File: src/rtl/mms_load8_pkg.sv
// Shared constants and types for the mms_load8 sample packer.
package mms_load8_pkg;

    localparam int unsigned N_NUM     = 8;
    localparam int unsigned COUNT_W   = 3;
    localparam int unsigned WIDTH_DEF = 8;

    typedef enum logic {
        FILL = 1'b0,
        HOLD = 1'b1
    } state_e;

    localparam logic SEL_MAX = 1'b1;
    localparam logic SEL_MIN = 1'b0;

    localparam logic [COUNT_W-1:0] LAST_IDX = COUNT_W'(N_NUM - 1);

endpackage

File: src/rtl/mms_load8_if.sv
// Serial sample input, parallel window output and consumer handshake of mms_load8.
interface mms_load8_if #(
    parameter int unsigned WIDTH = 8
);
    logic             in_valid;
    logic [WIDTH-1:0] in_data;
    logic             in_sel;
    logic             in_ready;
    logic             flush;
    logic [WIDTH-1:0] number0;
    logic [WIDTH-1:0] number1;
    logic [WIDTH-1:0] number2;
    logic [WIDTH-1:0] number3;
    logic [WIDTH-1:0] number4;
    logic [WIDTH-1:0] number5;
    logic [WIDTH-1:0] number6;
    logic [WIDTH-1:0] number7;
    logic             select;
    logic             out_valid;
    logic             out_ack;

    modport master (
        output in_valid, in_data, in_sel, flush, out_ack,
        input  in_ready, number0, number1, number2, number3,
               number4, number5, number6, number7, select, out_valid
    );

    modport slave (
        input  in_valid, in_data, in_sel, flush, out_ack,
        output in_ready, number0, number1, number2, number3,
               number4, number5, number6, number7, select, out_valid
    );
endinterface

File: src/rtl/mms_load8.sv
// Packs 8 serial samples into a held parallel window for the combinational
// max/min selector; the window stays frozen until the consumer acknowledges.
module mms_load8
    import mms_load8_pkg::*;
#(
    parameter int unsigned WIDTH = WIDTH_DEF
) (
    input  logic        clk,
    input  logic        rst_n,
    mms_load8_if.slave  bus
);

    state_e             state_q, state_d;
    logic [COUNT_W-1:0] count_q, count_d;
    logic [WIDTH-1:0]   num_q [N_NUM];
    logic [WIDTH-1:0]   num_d [N_NUM];
    logic               select_q, select_d;
    logic               in_ready_q, in_ready_d;
    logic               out_valid_q, out_valid_d;

    // Next-state: flush dominates, then per-state handshake handling
    always_comb begin
        state_d  = state_q;
        count_d  = count_q;
        num_d    = num_q;
        select_d = select_q;

        if (bus.flush) begin
            state_d = FILL;
            count_d = '0;
        end else begin
            case (state_q)
                FILL: begin
                    if (bus.in_valid) begin
                        num_d[count_q] = bus.in_data;
                        if (count_q == '0) begin
                            select_d = bus.in_sel;
                        end
                        count_d = count_q + COUNT_W'(1);
                        if (count_q == LAST_IDX) begin
                            state_d = HOLD;
                        end
                    end
                end
                HOLD: begin
                    if (bus.out_ack) begin
                        state_d = FILL;
                    end
                end
                default: state_d = FILL;
            endcase
        end

        // Handshake flags are registered copies of the next state
        in_ready_d  = (state_d == FILL);
        out_valid_d = (state_d == HOLD);
    end

    always_ff @(posedge clk or negedge rst_n) begin
        if (!rst_n) begin
            state_q     <= FILL;
            count_q     <= '0;
            num_q       <= '{default: '0};
            select_q    <= SEL_MIN;
            in_ready_q  <= 1'b1;
            out_valid_q <= 1'b0;
        end else begin
            state_q     <= state_d;
            count_q     <= count_d;
            num_q       <= num_d;
            select_q    <= select_d;
            in_ready_q  <= in_ready_d;
            out_valid_q <= out_valid_d;
        end
    end

    assign bus.in_ready  = in_ready_q;
    assign bus.out_valid = out_valid_q;
    assign bus.select    = select_q;
    assign bus.number0   = num_q[0];
    assign bus.number1   = num_q[1];
    assign bus.number2   = num_q[2];
    assign bus.number3   = num_q[3];
    assign bus.number4   = num_q[4];
    assign bus.number5   = num_q[5];
    assign bus.number6   = num_q[6];
    assign bus.number7   = num_q[7];

endmodule

File: src/flat_wrapper.sv
// flat-port wrapper written by rule: the top's interface ports become plain ports
module mms_load8_flat import mms_load8_pkg::*;
#(
    parameter int unsigned WIDTH = WIDTH_DEF
)
  (clk, rst_n, bus_in_valid, bus_in_data, bus_in_sel, bus_flush, bus_out_ack, bus_in_ready, bus_number0, bus_number1, bus_number2, bus_number3, bus_number4, bus_number5, bus_number6, bus_number7, bus_select, bus_out_valid);
  mms_load8_if #(.WIDTH(WIDTH)) bus_i ();
  input  logic clk;
  input  logic rst_n;
  input wire logic [$bits(bus_i.in_valid)-1:0] bus_in_valid;
  input wire logic [$bits(bus_i.in_data)-1:0] bus_in_data;
  input wire logic [$bits(bus_i.in_sel)-1:0] bus_in_sel;
  input wire logic [$bits(bus_i.flush)-1:0] bus_flush;
  input wire logic [$bits(bus_i.out_ack)-1:0] bus_out_ack;
  output wire logic [$bits(bus_i.in_ready)-1:0] bus_in_ready;
  output wire logic [$bits(bus_i.number0)-1:0] bus_number0;
  output wire logic [$bits(bus_i.number1)-1:0] bus_number1;
  output wire logic [$bits(bus_i.number2)-1:0] bus_number2;
  output wire logic [$bits(bus_i.number3)-1:0] bus_number3;
  output wire logic [$bits(bus_i.number4)-1:0] bus_number4;
  output wire logic [$bits(bus_i.number5)-1:0] bus_number5;
  output wire logic [$bits(bus_i.number6)-1:0] bus_number6;
  output wire logic [$bits(bus_i.number7)-1:0] bus_number7;
  output wire logic [$bits(bus_i.select)-1:0] bus_select;
  output wire logic [$bits(bus_i.out_valid)-1:0] bus_out_valid;
  assign bus_i.in_valid = bus_in_valid;
  assign bus_i.in_data = bus_in_data;
  assign bus_i.in_sel = bus_in_sel;
  assign bus_i.flush = bus_flush;
  assign bus_i.out_ack = bus_out_ack;
  assign bus_in_ready = bus_i.in_ready;
  assign bus_number0 = bus_i.number0;
  assign bus_number1 = bus_i.number1;
  assign bus_number2 = bus_i.number2;
  assign bus_number3 = bus_i.number3;
  assign bus_number4 = bus_i.number4;
  assign bus_number5 = bus_i.number5;
  assign bus_number6 = bus_i.number6;
  assign bus_number7 = bus_i.number7;
  assign bus_select = bus_i.select;
  assign bus_out_valid = bus_i.out_valid;
  mms_load8 #(.WIDTH(WIDTH)) u_core (.clk(clk), .rst_n(rst_n), .bus(bus_i));
endmodule
File: config.mk
export PLATFORM = sky130hd
export DESIGN_NAME = mms_load8_flat
export DESIGN_NICKNAME = d
export VERILOG_FILES = /design/src/rtl/mms_load8_pkg.sv /design/src/rtl/mms_load8_if.sv /design/src/rtl/mms_load8.sv /design/src/flat_wrapper.sv
export SDC_FILE = /design/constraint.sdc
export NUM_CORES = 1
export LEC_CHECK = 0
export ABC_AREA = 1
export BUFFER_PORTS_ARGS = -buffer_cell sky130_fd_sc_hd__buf_4
export CORE_UTILIZATION = 27
export CTS_CLUSTER_DIAMETER = 150
export CTS_CLUSTER_SIZE = 30
export DETAILED_ROUTE_END_ITERATION = 12
export PLACE_DENSITY = 0.55
export SETUP_SLACK_MARGIN = 0.5
export SYNTH_ARGS = -nofsm -noshare
export SYNTH_HDL_FRONTEND = slang
export SYNTH_SLANG_ARGS = --single-unit
File: constraint.sdc
create_clock -name clk -period 1.5 [get_ports clk]
set_clock_uncertainty 0.05 [all_clocks]
set_input_delay 0.15 -clock clk [delete_from_list [all_inputs] [get_ports clk]]
set_output_delay 0.15 -clock clk [all_outputs]
set_load 0.05 [all_outputs]
Word-level counts from Yosys, hierarchy flattened
Cells that the tools add are included.

Register bits after elaboration: 70. Logic and storage cells: 38.

Add/sub/neg operators: 1. $lt $le $gt $ge: 2. Equal/unequal tests: 2. Muxes and demuxes: 11. Bitwise operators: 4. Reduce and logical (&&, ||, !) cells: 6.

Operators by type and width (number): $bwmux W64 (1); $demux W8 S3 (1); $mux W3 (3); $mux W8 (1); $ge A4 B4 Y1 const B (1); $lt A4 B1 Y1 const B (1); $mux W1 (4); $not A3 Y4 (1); $reduce_and A4 Y1 (1); $add A3 B1 Y3 const B (1); $eq A3 B3 Y1 const B (1); $logic_not A3 Y1 (1); $not A1 Y1 (3); $reduce_and A3 Y1 (1); $ne A2 B2 Y1 const B (1); $pmux W1 S2 (1); $reduce_and A2 Y1 (1); $reduce_bool A2 Y1 (1); $logic_and A1 B1 Y1 (1).

Logic depth before layout (Yosys ltp)
Word-level depth: 6. Gate-level depth with buffers: 8.

Least setup slack after synthesis
OpenSTA, ideal clock, no wires.

Path kind: register to register. Start: register u_core.state_q. End: register u_core.num_q, in the netlist u_core.bus.number6[0]. Setup time: 0.119 ns. Data arrival time: 1.306 ns. Setup slack: 0.025 ns. Cell stages (with the launch flop): 8. Buffers on the path: 1. Cells stage by stage: dfrtp_1 -> inv_2 -> nand2_2 -> nor2_8 -> buf_6 -> nand2_2 -> nand2_1 -> nand2_1.

Longest elaborated chain between the ends: 2.

Ends and longest elaborated chain: start, declared (line mms_load8.sv:13) `state_e state_q, state_d;`; start signal, assigned (line mms_load8.sv:68) `state_q <= state_d;`; $not A1 Y1 (no line); $reduce_and A3 Y1 (no line); end signal, assigned (line mms_load8.sv:70) `num_q <= num_d;`; end, declared (line mms_load8.sv:15) `logic [WIDTH-1:0] num_q [N_NUM];`.

Every way passes these cells. A chain may end at the register's enable or synchronous reset.

Worst setup path after layout
Start: register u_core.state_q. End: register u_core.num_q, in the netlist u_core.bus.number3[5].

The elaborated chain is that of the path after synthesis.

==> out/qor.yml <==
floorplanning:
  fp.dieArea_sq_um: 11200
  io_pins: 81
  die_w_microns: 106
  core_area_sq_um: 10400
  row_count: 37
  die_h_microns: 106
  initial_utilization_pct: 28.0
detailed_routing:
  drt_iter0_markers: 122
  drc_errors: 0
  ant_nets: 0
  wl_mm: 9.06
  num_vias: 2689
  avgRoutedWirePerCell_microns: 14.6
  firstDrtPassIters: 4
  via_per_inst: 4.34
power_and_ir_drop:
  p_leak_nw: 2.66
  power_density_nw_per_um2: 1320
  finalPower_mw: 6.38
  ir_drop_mv: 0.667
critical_path:
  critical_path_class: "reg -> reg"
  cp.required_ns: 1.68
  cp-end-kind: "flop"
  critPathLaunchType: "flop"
  cp_max_fo: 11
  cp.arrival_ns: 1.44
grt:
  top_usage_layer: "met2"
  grt.overflow.total: 0
  use_met1_pct: 21.8
  grt_util_met3_pct: 3.53
  track_usage_pct: 16.4
  grtUsageMet2_pct: 26.5
  antenna_found_initial: 0
  grt_max_degree: 71
  grt_pass1_wl_mm: 13.8
  grt_pass1_vias: 2584
layout:
  area_growth_pct: 65.7
  layout-drive-gt1-share_pct: 41.5
  nFillCells: 1002
  final_nets: 497
  n_antenna_cell: 0
yosys:
  yosysWarnings: 0
  ys_ff_latch: 70
  synthesis.area_sq_um: 2910
  yosysUniqueCellTypes: 18
  yosysTopAreaCell: "dfrtp_1"
  syn-num-nets: 347
  synth.most_common_cell: "nand2_1"
  synth_area_leaders: "dfrtp_1 59%, nand2_1 21%, nand3_1 7.7%, nand2_2 1.5%, ha_1 1.3%"
  avgSynthCellArea_sq_um: 8.81
  postSynth.asyncResetShare_pct: 100
  netlist_top_cells_count: "164 x nand2_1, 69 x dfrtp_1, 45 x nand3_1, 8 x clkbuf_1"
  synthesis.instances: 330
  synth_edf_count: 0
  synth_top_area_share_pct: 59.4
  synth_flop_cell: "dfrtp_1"
  ys_seq_area_share_pct: 60.3
min_path:
  hold_class: "in -> reg"
sta:
  tightestPinTransition_ns: 0.387
  max_slew_margin_pct: 74.2
  hold_viol: 0
  period_needed_ns: 1.26
  finalSetupTns_ns: 0
  finalCritPeriodShare_pct: 84.2
  max_freq_ghz: 0.792
  drv_slew: 0
  rsz0062_at_grt: "yes"
  setup_viol: 0
clock_tree:
  cts_buffers: 9
  cts_tree: "built"
  path_clk_slew_ns: 0.07
  clock_latency_ns: 0.34
  htree_levels: 3
  cts.sinks: 70
  cts_max_path_buffers: 2
  cts_root_buf: "clkbuf_8"
placed_design:
  io_buffers: 80
  gp_congestion: 0.734
  dp_hpwl_mm: 5.30
status:
  status: "finished clean"
job:
  maxCapViolations: 0
-- through the flow --
step / utilization, % / instances / instance area (sq um) / hold slack, ns / setup WS [ns]
after global routing: 46.5 / 620 / 4820 / 0.0388 / 0.143
after floorplan: - / 330 / 2920 / -0.196 / 0.126
after global placement: 35.8 / 542 / 3720 / 0.140 / 0.154
final: 46.5 / 620 / 4820 / 0.0447 / 0.237
after detailed placement: 35.8 / 542 / 3720 / 0.143 / 0.107
after CTS: 43.6 / 590 / 4520 / 0.0281 / 0.228
-- final cells by class --
class                           count  area [sq um]  area share (%)
Clock buffer                       14           163            3.38
Sequential cell                    70          1760            36.5
Inverter                            8          37.5           0.779
Timing Repair Buffer              153          1520            31.5
Clock inverter                      1          5.00           0.104
Tap cell                          136           170            3.53
Multi-Input combinational cell    238          1160            24.2
-- path summary, 6_finish.rpt --
| path | start | to | slack [ns] | cells after the start |
|---|---|---|---|---|
| min | bus_out_ack | u_core.bus.in_ready | 0.04 | 3 |
| min reg2reg | u_core.bus.number7[5] | u_core.bus.number7[5] | 0.45 | 2 |
| max | u_core.state_q | u_core.bus.number3[5] | 0.24 | 7 |
| min in group asynchronous | rst_n | u_core.bus.number1[7] | 0.32 | 3 |
| max in group asynchronous | rst_n | u_core.bus.in_ready | 0.76 | 3 |
| max reg2reg | u_core.state_q | u_core.bus.number3[5] | 0.24 | 7 |
-- what timing repair did --
action                     in CTS  in global routing
setup buffers                  29                 28
pin swaps                       1                  7
gates cloned                    2                  2
resized for setup              90                 23
hold endpoints to repair       70                  0
setup endpoints to repair     137                137
hold buffers                    2                  0
-- power breakdown --
part	switching, mW	leakage [nW]	internal [mW]	total (mW)
Clock	0.684	0.0865	0.683	1.37
Combinational	1.57	1.65	1.04	2.60
Sequential	0.230	0.924	2.18	2.41
-- registers in the layout, indices dropped and copies added (netlist names), 8 cells and up --
signal / flops
u_core.bus.number0: 8
u_core.bus.number1: 8
u_core.bus.number2: 8
u_core.bus.number3: 8
u_core.bus.number4: 8
u_core.bus.number5: 8
u_core.bus.number6: 8
u_core.bus.number7: 8
-- per-layer routing --
layer	wire (microns)	share of wire, %
met5	0	0
met3	328	3.6
met1	4200	46
met2	4380	48
met4	150	1.7
-- worst max-delay path, cell delays in order (launching register included) --
cell and delay, ns:
dfrtp_2 0.41, inv_2 0.07, nand2_4 0.06, nor2_8 0.12
buf_6 0.17, nand2_2 0.12, nand2_1 0.08, nand2_1 0.05
-- cell usage in the layout (no fill, tap or decap), types with 4 or more instances in the layout --
cell	netlist	layout
nand3_1	45	45
dfrtp_2	0	4
nor2_4	2	6
buf_4	0	66
nand2_1	164	156
nand2_4	2	9
buf_6	2	78
dfrtp_1	69	65
inv_1	4	4
nor2_1	7	5
nand2_2	7	8
clkbuf_8	0	11
-- cells by family (layout without fill, tap and decap cells) --
kind of cell,Yosys count,in the layout,synth area share [%]
AO/OA/AOI/OAI,4,4,0.688
adder cells (fa/ha/maj),3,3,1.29
flip-flops,70,70,60.3
buffers and inverters,22,176,3.53
AND/OR/NAND/NOR,231,231,34.2
Note: power is estimated with default switching activity, not from simulation.
